--- src/rtl/pwls_sample_out_if.sv ---
// pwls_sample_out_if: sample stream in, PWM audio status out.
// master drives samples, slave is the PWM output stage.
interface pwls_sample_out_if #(
  parameter int BITS     = 12,
  parameter int OUT_BITS = 8
);
  logic                sample_valid;
  logic [BITS-1:0]     sample;
  logic                clear_overrun;
  logic                pwm_out;
  logic                period_start;
  logic [OUT_BITS-1:0] active_level;
  logic                overrun;

  modport master (
    output sample_valid,
    output sample,
    output clear_overrun,
    input  pwm_out,
    input  period_start,
    input  active_level,
    input  overrun
  );

  modport slave (
    input  sample_valid,
    input  sample,
    input  clear_overrun,
    output pwm_out,
    output period_start,
    output active_level,
    output overrun
  );
endinterface

--- src/rtl/pwls_sample_out.sv ---
// pwls_sample_out: double-buffered signed sample to single-bit PWM.
// Define PWLS_SAMPLE_OUT_NOISE_SHAPE_EN for first-order noise shaping.
module pwls_sample_out #(
  parameter int BITS     = 12,
  parameter int OUT_BITS = 8
) (
  input  logic             clk,
  input  logic             rst_n,
  pwls_sample_out_if.slave bus
);
  localparam int EW = BITS - OUT_BITS;
  localparam logic [OUT_BITS-1:0] MID =
    {1'b1, {(OUT_BITS-1){1'b0}}};

  logic [OUT_BITS-1:0] cnt;
  logic [OUT_BITS-1:0] active;
  logic [OUT_BITS-1:0] active_nxt;
  logic [BITS-1:0]     pending;
  logic [BITS-1:0]     u;
  logic [BITS-1:0]     u_sel;
  logic                pending_full;
  logic                overrun_q;
  logic                pwm_q;
  logic                xfer;
  logic                load;
  logic                lost;

  assign u     = {~bus.sample[BITS-1], bus.sample[BITS-2:0]};
  assign xfer  = &cnt;
  assign load  = xfer & (bus.sample_valid | pending_full);
  assign lost  = bus.sample_valid & pending_full;
  // A strobe on the transfer cycle bypasses the buffer.
  assign u_sel = bus.sample_valid ? u : pending;

`ifdef PWLS_SAMPLE_OUT_NOISE_SHAPE_EN
  logic [EW-1:0] err;
  logic [EW-1:0] err_nxt;
  logic [BITS:0] s;

  always_comb begin
    s = {1'b0, u_sel} + {{(OUT_BITS+1){1'b0}}, err};
    if (s[BITS]) begin
      active_nxt = '1;
      err_nxt    = '0;
    end else begin
      active_nxt = s[BITS-1 -: OUT_BITS];
      err_nxt    = s[EW-1:0];
    end
  end

  always_ff @(posedge clk or negedge rst_n) begin
    if (!rst_n) begin
      err <= '0;
    end else if (load) begin
      err <= err_nxt;
    end
  end
`else
  logic unused_low;

  assign active_nxt = u_sel[BITS-1 -: OUT_BITS];
  assign unused_low = ^u_sel[EW-1:0];
`endif

  always_ff @(posedge clk or negedge rst_n) begin
    if (!rst_n) begin
      cnt          <= '0;
      pending      <= '0;
      pending_full <= 1'b0;
      overrun_q    <= 1'b0;
      pwm_q        <= 1'b0;
      active       <= MID;
    end else begin
      cnt   <= cnt + 1'b1;
      pwm_q <= cnt < active;
      if (xfer) begin
        pending_full <= 1'b0;
      end else if (bus.sample_valid) begin
        pending      <= u;
        pending_full <= 1'b1;
      end
      if (load) begin
        active <= active_nxt;
      end
      // Set wins over a coincident clear.
      if (lost) begin
        overrun_q <= 1'b1;
      end else if (bus.clear_overrun) begin
        overrun_q <= 1'b0;
      end
    end
  end

  assign bus.pwm_out      = pwm_q;
  assign bus.period_start = cnt == '0;
  assign bus.active_level = active;
  assign bus.overrun      = overrun_q;
endmodule

--- src/flat_wrapper.sv ---
// flat-port wrapper written by rule: the top's interface ports become plain ports
module pwls_sample_out_flat 
#(
  parameter int BITS     = 12,
  parameter int OUT_BITS = 8
)
  (clk, rst_n, bus_sample_valid, bus_sample, bus_clear_overrun, bus_pwm_out, bus_period_start, bus_active_level, bus_overrun);
  pwls_sample_out_if #(.BITS(BITS), .OUT_BITS(OUT_BITS)) bus_i ();
  input  logic clk;
  input  logic rst_n;
  input wire logic [$bits(bus_i.sample_valid)-1:0] bus_sample_valid;
  input wire logic [$bits(bus_i.sample)-1:0] bus_sample;
  input wire logic [$bits(bus_i.clear_overrun)-1:0] bus_clear_overrun;
  output wire logic [$bits(bus_i.pwm_out)-1:0] bus_pwm_out;
  output wire logic [$bits(bus_i.period_start)-1:0] bus_period_start;
  output wire logic [$bits(bus_i.active_level)-1:0] bus_active_level;
  output wire logic [$bits(bus_i.overrun)-1:0] bus_overrun;
  assign bus_i.sample_valid = bus_sample_valid;
  assign bus_i.sample = bus_sample;
  assign bus_i.clear_overrun = bus_clear_overrun;
  assign bus_pwm_out = bus_i.pwm_out;
  assign bus_period_start = bus_i.period_start;
  assign bus_active_level = bus_i.active_level;
  assign bus_overrun = bus_i.overrun;
  pwls_sample_out #(.BITS(BITS), .OUT_BITS(OUT_BITS)) u_core (.clk(clk), .rst_n(rst_n), .bus(bus_i));
endmodule
--- config.mk ---
export PLATFORM = sky130hd
export DESIGN_NAME = pwls_sample_out_flat
export DESIGN_NICKNAME = d
export VERILOG_FILES = /design/src/rtl/pwls_sample_out_if.sv /design/src/rtl/pwls_sample_out.sv /design/src/flat_wrapper.sv
export SDC_FILE = /design/constraint.sdc
export NUM_CORES = 1
export LEC_CHECK = 0
export BUFFER_PORTS_ARGS = -buffer_cell sky130_fd_sc_hd__buf_2
export CORE_ASPECT_RATIO = 0.9
export CORE_MARGIN = 2
export CORE_UTILIZATION = 57
export CTS_CLUSTER_SIZE = 28
export DETAILED_ROUTE_END_ITERATION = 10
export GPL_TIMING_DRIVEN = 1
export PLACE_DENSITY = 0.9
export SETUP_SLACK_MARGIN = 0.5
export SLEW_MARGIN = 20
export SYNTH_ARGS = -nofsm -noshare
export SYNTH_HDL_FRONTEND = slang
export SYNTH_SLANG_ARGS = --single-unit
--- constraint.sdc ---
create_clock -name clk -period 3.1 [get_ports clk]
set_clock_uncertainty 0.2 [all_clocks]
set_input_delay 0.31 -clock clk [delete_from_list [all_inputs] [get_ports clk]]
set_output_delay 0.31 -clock clk [all_outputs]
set_load 0.005 [all_outputs]
Word level (Yosys, flattened, before mapping):

Cells that the tools add are included.

* $add $sub $neg: 1
* multiply operators: 0
* div/mod/pow operators: 0
* $lt $le $gt $ge: 1
* eq/ne operators: 0
* shift-type cells: 0
* multiplexer cells: 5
* bitwise operators: 5
* reductions and logical operators: 5

Operators by type and width (count)
* two-way mux 12 bit: 1
* adder 8 x 1 -> 8 bit (second input constant): 1
* logical NOT 8 bit: 1
* less-than comparator 8 bit: 1
* AND reduction 8 bit: 1
* two-way mux 1 bit: 4
* nonzero test 2 bit: 2
* bitwise AND 1 bit: 2
* inverter 1 bit: 2
* AND reduction 2 bit: 1
* bitwise OR 1 bit: 1

* register bits: 31
* latch bits: 0
* memory bits (writable): 0
* memory bits (read-only): 0
* output and inout bits: 11
* memories kept: 0

Depth between registers and ports, before layout:

Gate-level depths: netlist (run 1).

* word-level depth: 3
* depth in mapped cells: 7

Worst setup path before layout (run 1):

No wires, ideal clock.

* path type: reg2out
* start: reg u_core.cnt[0]
* end: out bus_period_start
* arrival time: 1384 ps
* required time: 2590 ps
* path slack: 1206 ps
* stages on the path, launching flop included: 5
* path buffers: 0
* cells stage by stage: dfrtp_1 > inv_1 > ha_1 > or4b_2 > nor4_1

* longest elaborated chain between the ends: 1

Ends and longest elaborated chain
* start: declaration: line pwls_sample_out.sv:15 `logic [OUT_BITS-1:0] cnt;`
* start signal: assignment: line pwls_sample_out.sv:74 `cnt <= cnt + 1'b1;`
* logical NOT 8 bit: line pwls_sample_out.sv:95 `assign bus.period_start = cnt == '0;`
* end: declaration: line flat_wrapper.sv:15 `output wire logic [$bits(bus_i.period_start)-1:0] bus_period_start;`

Every way passes these cells.

Final worst setup path (run 1):

Ends and elaborated chain as after synthesis.

==> flow_results.org, run 1 <==
** Clocking
- In this run, CTS created clock tree buffers numbering 3.
- Clock network latency to the later pin of the worst-skew pair :: 0.33 ns
- Post-CTS Setup Repair Bufs :: 0
- Clock Root Buffer :: clkbuf_4
- Clock transition at path regs :: 0.14 ns
- In this run the deepest clock path goes through 2 buffers.
- TritonCTS built the clock tree.
- The tree built by TritonCTS fans out to 27 sinks.
- Total number of H-tree levels :: 1

** Yosys
- The Yosys step of the flow raised 0 warnings.
- In this run the mean area of a mapped cell was 11.4 sq um.
- Share of the synthesized area in compound gates (AO/OA/AOI/OAI) :: 8.68%
- Number of library cell types mapped by synthesis :: 27
- Simple-Gate Fraction of Synth Area :: 9.91%
- Area of the mapped netlist :: 1330 sq um
- Flip-flop and latch count after synthesis :: 27
- Of the total synthesized cell area, the portion taken by XOR and XNOR cells is 3.96%.
- Main combinational cell family by area after synthesis :: multiplexers
- Summing the sequential cell areas from Yosys gives 51.0% of the chip area.
- Of the post-synthesis cell area, the part taken by muxes is 12.0%.
- After Yosys synthesis, full adders, half adders and majority gates account for 8.49% of the synthesized area.
- Number of standard cells after synthesis :: 116
- The number of nets in the synthesized netlist is 141.

** Placed design
- Routability congestion estimate :: 0.741
- Post-placement setup slack :: 1.04 ns
- Half-perimeter wire length after detailed placement :: 1690 um
- Port-buffer cells :: 22

** Critical path
- Critical setup path kind :: reg2out
- Of all nets on the critical path, the largest fanout is 5.
- Data arrival time of the worst path :: 1.91 ns
- The worst setup path is captured at an output pin.
- Traced cell by cell, the critical path runs through inv_1, ha_1, or4b_2, nor4_2, buf_2.
- STA puts the critical path data required time at 2.59 ns.
- The largest individual stage delay along the critical path comes from the cell or4b_2.
- The worst setup path is launched from a register.
- Together, buffers and inverters on the worst path number 2.
- Cell class contributing the biggest share of worst-path delay :: simple AND/OR/NAND/NOR gates
- In this design, the stage delay of the slowest critical-path cell is 0.60 ns.

** Timing
- Crit share post-route :: 78.2%
- Min Tclk post-route :: 2.42 ns
- # setup viols final :: 0
- Slew Limit Headroom :: 60.3%
- Number of slew-limit violations in the final report :: 0
- The number of hold violations in the final report was 0.
- Based on the critical path, the design can be clocked at up to 413 MHz.
- Slew at the pin closest to its max-slew limit :: 0.596 ns
- Fin Setup TNS :: 0 ns
- Setup repair after global routing left no endpoint under its margin.
- In the post-route analysis, the smallest setup slack over all paths is 0.676 ns.

** Floorplanning
- Effective utilization at floorplan :: 60.8%
- After floorplanning, the core was sized to cover 2180 sq um.
- Die W :: 54.8 um
- In this run the count of I/O pins placed on the die edge is 27.
- The floorplan step defined a die boundary enclosing 2730 sq um.
- Measured along the y axis, the die boundary spans 49.8 um.
- The floorplan has 16 rows.

** Run
- Count of max-cap constraint violations :: 0

** Global routing
- The number of antenna violations at the first check in global routing is 0.
- For this run the aggregate overflow at the end of global routing stands at 0.
- The number of global-route vias before repair was 971.
- First-pass GRT wire length :: 3970 um
- Pin count of the biggest net entering global routing :: 28
- Global routing used 20.1% of the available tracks across all layers.

** Drt
- Final wirelength :: 2310 um
- Starting DRC count in detailed routing :: 15
- Total number of vias :: 930
- Dividing the detail-routed via count by the number of cells gives 5.50.
- Before antenna repair, the detailed router went through 4 iterations.
- ANT nets after route :: 0
- DR DRC count :: 0
- Routed len/inst :: 13.7 um

** Cells and area
- Of the cells placed in the final design, the portion with a size suffix greater than 1 is 28.9%.
- The repair_antennas step left the layout with diodes totalling 0.
- In the final design database the tool counted 168 nets.
- Commonest cells after routing, fill and taps aside :: dfrtp_1, buf_2, inv_1
- Area growth from synthesis to final layout :: 13.1%
- Leaving out fill and tap cells, the most frequent cell in the layout is dfrtp_1.

** Power and ir drop
- Power comes to 0.000590 W.
- Dividing total power by cell area gives a power density of 393 nW/um^2.
- Leakage :: 0.756 nW
- Across the VDD grid, the largest voltage drop is 0.000338 V.

** Run status
- The flow ran to the end, and the final reports show no timing, DRC or antenna violations.

** Min path
- The path class of the tightest hold or removal check is in2reg.
[cells in the mapped netlist]
| library cell | count | area [sq um] |
|---|---|---|
| dfrtp_1 | 26 | 651 |
| inv_1 | 12 | 45.0 |
| nand2_1 | 11 | 41.3 |
| ha_1 | 9 | 113 |
| mux2i_1 | 8 | 80.1 |
| mux2_2 | 7 | 78.8 |
| nor2_1 | 6 | 22.5 |
| o21ai_1 | 6 | 30.0 |
| xor2_1 | 4 | 35.0 |
| buf_6 | 3 | 33.8 |
| o21ai_0 | 3 | 15.0 |
| o21ai_2 | 3 | 26.3 |
| a21o_1 | 2 | 15.0 |
| nand3_1 | 2 | 10.0 |
| xnor2_1 | 2 | 17.5 |
| a211oi_1 | 1 | 7.51 |
| a21oi_1 | 1 | 5.00 |
| a41oi_1 | 1 | 8.76 |
| dfstp_2 | 1 | 26.3 |
| nand2b_1 | 1 | 6.26 |
| nand3_2 | 1 | 10.0 |
| nand4_1 | 1 | 6.26 |
| nand4_2 | 1 | 12.5 |
| nor4_1 | 1 | 6.26 |
| o211ai_1 | 1 | 7.51 |
| or3_1 | 1 | 6.26 |
| or4b_2 | 1 | 10.0 |
[final timing paths]
check                                            from                         end  slack (ns)  cells past startpoint
setup / recovery                        u_core.cnt[0]            bus_period_start        0.68                      5
hold / removal                          bus_sample[6]           u_core.pending[6]        0.02                      2
setup reg to reg                        u_core.cnt[1]  u_core.bus.active_level[0]        1.08                      5
hold reg to reg            u_core.bus.active_level[7]  u_core.bus.active_level[7]        0.29                      2
max in group asynchronous                       rst_n               u_core.cnt[7]        2.00                      2
min in group asynchronous                       rst_n          u_core.pending[10]        0.29                      2
[worst reg2reg max path, stage by stage, from the launching register on]
cell	delay, ns
dfrtp_1	0.44
ha_1	0.23
nand3_2	0.15
or3_1	0.65
nand2_1	0.17
o21ai_1	0.07
[power by group]
| group | internal [W] | switching [W] |
|---|---|---|
| sequential | 0.000369 | 0.00000891 |
| clock | 0.0000484 | 0.000100 |
| combinational | 0.0000323 | 0.0000311 |
| total | 0.000450 | 0.000140 |
[per-stage QoR]
stage | utilization [%] | hold WS [ns] | instances | cell area, sq um
6_report | 68.8 | 0.0209 | 169 | 1500
3_5_place_dp | 65.8 | 0.153 | 162 | 1440
2_1_floorplan | - | -0.186 | 116 | 1330
3_3_place_gp | 65.8 | 0.137 | 162 | 1440
5_1_grt | 68.8 | 0.000723 | 169 | 1500
4_1_cts | 68.5 | 0.00686 | 169 | 1490
[layer usage]
metal | track usage (%) | routed length (um) | vias to the layer above
li1 | - | - | 449
met1 | 22.9 | 1010 | 458
met2 | 36.9 | 1190 | 21
met3 | 2.73 | 95 | 2
met4 | 6.25 | 20 | 0
met5 | 0 | 0 | -
[what timing repair did]
item	CTS	global route
setup endpoints to repair	0	1
resized for setup	0	1
hold endpoints to repair	28	0
hold buffers	3	0
[cells by family (layout without fill, tap and decap cells)]
logic type / Yosys count / count (layout)
buffers and inverters: 15 / 41
xor gates and xnor gates: 6 / 6
adders and majority gates: 9 / 9
DFF: 27 / 27
AOI/OAI and AO/OA: 18 / 18
muxes: 15 / 15
and+or+nand+nor: 26 / 26
[layout make-up]
cell class	instances	area, sq um
multi-input cells	74	577
fillers	182	682
repair buffers	25	140
inverters	12	45.0
flip-flops and latches	27	677
clock inverters	1	5.00
clock buffers	3	22.5
well taps	27	33.8
[sequential cells by signal, indices dropped and copies added (netlist names)]
| register | count |
|---|---|
| u_core.bus.pwm_out | 1 |
| u_core.bus.overrun | 1 |
| u_core.cnt | 8 |
| u_core.pending_full | 1 |
| u_core.pending | 8 |
| u_core.bus.active_level | 8 |
(Power assumes the default switching activity.)
==> run 2: changes to the inputs <==
Settings changed: CORE_UTILIZATION 57 to 48, PLACE_DENSITY 0.9 to 0.82.
Clock period 3.1 ns to 2 ns, I/O delays scaled along.
==> flow_results.org, run 2 (same netlist as run 1, synthesis figures left out) <==
** Power and ir drop
- Net switching is 24.6% of the power.
- Leakage :: 0.922 nW
- Power comes to 0.000967 W.
- Power spread over the standard cell area amounts to 505 nW/um^2.
- Per report_power, the sequential group accounts for 61.0% of the total.
- Maximum resistive drop on vdd :: 0.000519 V
- Clock network fraction of design power :: 24.6%
- Cell internal pwr :: 0.000729 W
- The share of total power dissipated in combinational logic is 14.4%.
- For this design the total switching power over the nets is 0.000238 W.

** Min path
- The tightest min-delay check is of the in2async type.

** Drt
- Starting DRC count in detailed routing :: 7
- Total number of vias :: 1014
- Dividing the detail-routed wire length by the instance count gives 15.1 um.
- Via-per-instance ratio :: 5.23
- The pre-antenna-repair detailed-routing pass consisted of 5 iterations.
- After detailed routing, the number of remaining DRC violations is 0.
- The detail route stage leaves a number of antenna-violating nets equal to 0.
- After detailed routing, the total wire length is 2920 um.

** Clocking
- The root buffer cell chosen for the clock tree is clkbuf_4.
- Total number of H-tree levels :: 1
- Clock transition at path regs :: 0.14 ns
- Clock network latency to the later pin of the worst-skew pair :: 0.33 ns
- TritonCTS built the clock tree.
- CTS saw 27 sinks.
- No sink is reached through more buffers than the 2 on the longest clock path.
- TritonCTS Buffers :: 3

** Timing
- Final critical-path setup slack :: -0.0793 ns
- FMAX :: 481 MHz
- Number of slew-limit violations in the final report :: 0
- Subtracting the final worst setup slack from the clock period gives 2.08 ns.
- At the pin with the least slew margin, the transition time is 0.615 ns.
- Setup repair after global routing could not meet its margin everywhere.
- Total count of hold-check failures in the final report :: 0
- Of the available clock period, the critical path in the final layout requires 104%.
- # setup viols final :: 1
- In this run the tightest slew margin relative to its limit is 59.0%.

** Floorplanning
- Area of the die :: 3200 sq um
- Core ar. :: 2680 sq um
- After floorplanning, the core was divided into 18 placement rows.
- Die W :: 59.4 um
- In this run the vertical extent of the chip is 53.9 um.
- 27 I/O pins were placed.
- Effective utilization at floorplan :: 49.5%

** Global routing
- Vias in the first global route :: 1048
- The number of antenna violations at the first check in global routing came to 0.
- The first global-routing pass estimated 4700 um of wire.
- Pin count of the biggest net entering global routing :: 28
- After global routing the overflow that remains totals 0.
- GRT Util Overall :: 20.5%

** Critical path
- Slowest CP cell :: or4b_4
- In this run the critical register-to-register path is captured at u_core.bus.active_level[2].
- The worst setup path is captured at an output pin.
- In this run the worst path has a maximum fanout of 2.
- For this run, the slowest stage of the critical path takes 0.46 ns.
- STA classifies the critical path startpoint as a register.
- Required time of the critical path :: 1.60 ns
- The startpoint identified for the worst register-to-register timing path is u_core.cnt[1].
- For the worst flop-to-flop path, the logic depth is 8.
- At the worst endpoint, the arrival time is 1.68 ns.
- Reg2Reg Setup Slack :: 0.19 ns
- Critical setup path kind :: reg2out
- Series of cell instances along the critical path :: inv_2, ha_4, or4b_4, nor4_4, buf_2

** Cells and area
- Counting the fill cells in the layout gives 185.
- For this run, the share of the core covered by cells in the final layout is 71.5%.
- The number of antenna diodes in the final layout is 0.
- Area growth from synthesis to final layout :: 44.4%
- Post-layout net count :: 190
- The library cells used most frequently in the layout, excluding fill and tap cells, are dfrtp_1, buf_2, dlygate4sd3_1.
- Leaving out fill and tap cells, the most frequent cell in the layout is dfrtp_1.
- Of the cells placed in the final design, the portion with a size suffix greater than 1 is 49.4%.

** Placed design
- Port-buffer cells :: 22
- Half-perimeter wire length after detailed placement :: 1770 um
- Routability congestion estimate :: 0.751

** Run
- Count of max-cap constraint violations :: 0

** Run status
- Violations in the final reports :: setup timing
- Status :: complete, but fails checks
==> run 2: changes by cell type in the layout (fill, tap and decap cells not counted), sizes merged <==
| cell | delta |
|---|---|
| buf | +14 |
| clkbuf | +1 |
| dlygate4sd3 | +8 |
| clkinv | -1 |
==> run 2: metrics by stage <==
stage	hold WS [ns]	setup slack (ns)	instance area [sq um]	instances	setup TNS, ns
floorplan	-0.296	0.284	1350	116	0
global placement	0.0268	0.173	1490	168	0
global route	0.205	-0.188	1920	194	-0.188
finish	0.201	-0.0793	1920	194	-0.0793
detailed placement	0.0426	0.144	1490	168	0
CTS	0.191	-0.0855	1740	189	-0.0855
==> run 2: timing repair <==
action | 4_1_cts | 5_1_grt
hold buffers | 11 | 0
gates cloned | 1 | 0
pin swaps | 5 | 9
setup endpoints to repair | 18 | 19
hold endpoints to repair | 43 | 0
gates resized for setup | 17 | 36
setup buffers | 5 | 5
==> run 2: per-layer routing <==
metal	up-vias	global-route usage, %	share of wire (%)
met1	498	25.3	45
met2	22	36.8	50
met4	0	3.41	0.44
met3	2	5.05	3.8
li1	492	-	-
met5	-	0	0
==> run 2: critical path, delay by kind of cell, from the launching register on <==
kind,cells,cell delay [ns]
adder cells (fa/ha/maj),1,0.11
flip-flops,1,0.42
AND/OR/NAND/NOR,2,0.59
buffers and inverters,2,0.22
==> run 2: worst max-delay path by stage <==
stage                         endpoint  slack [ns]           from
floorplan           u_core.pending[10]        0.28  u_core.cnt[1]
global placement      bus_period_start        0.17  u_core.cnt[0]
detailed placement    bus_period_start        0.14  u_core.cnt[0]
CTS                   bus_period_start       -0.09  u_core.cnt[0]
global route          bus_period_start       -0.19  u_core.cnt[0]
finish                bus_period_start       -0.08  u_core.cnt[0]
==> run 2: power groups by stage <==
stage | combinational (W) | sequential [W] | clock [W]
floorplan | 0.0000546 | 0.000594 | 0
global placement | 0.0000940 | 0.000594 | 0
finish | 0.000140 | 0.000590 | 0.000237
detailed placement | 0.0000995 | 0.000597 | 0
global route | 0.000154 | 0.000593 | 0.000273
CTS | 0.000121 | 0.000586 | 0.000244
==> run 2: layout make-up <==
type	instances	area [sq um]	share of cell area [%]
Clock buffer	4	26.3	1.37
Inverter	12	45.0	2.35
Multi-Input combinational cell	74	761	39.7
Sequential cell	27	678	35.4
Tap cell	30	37.5	1.96
Timing Repair Buffer	47	368	19.2
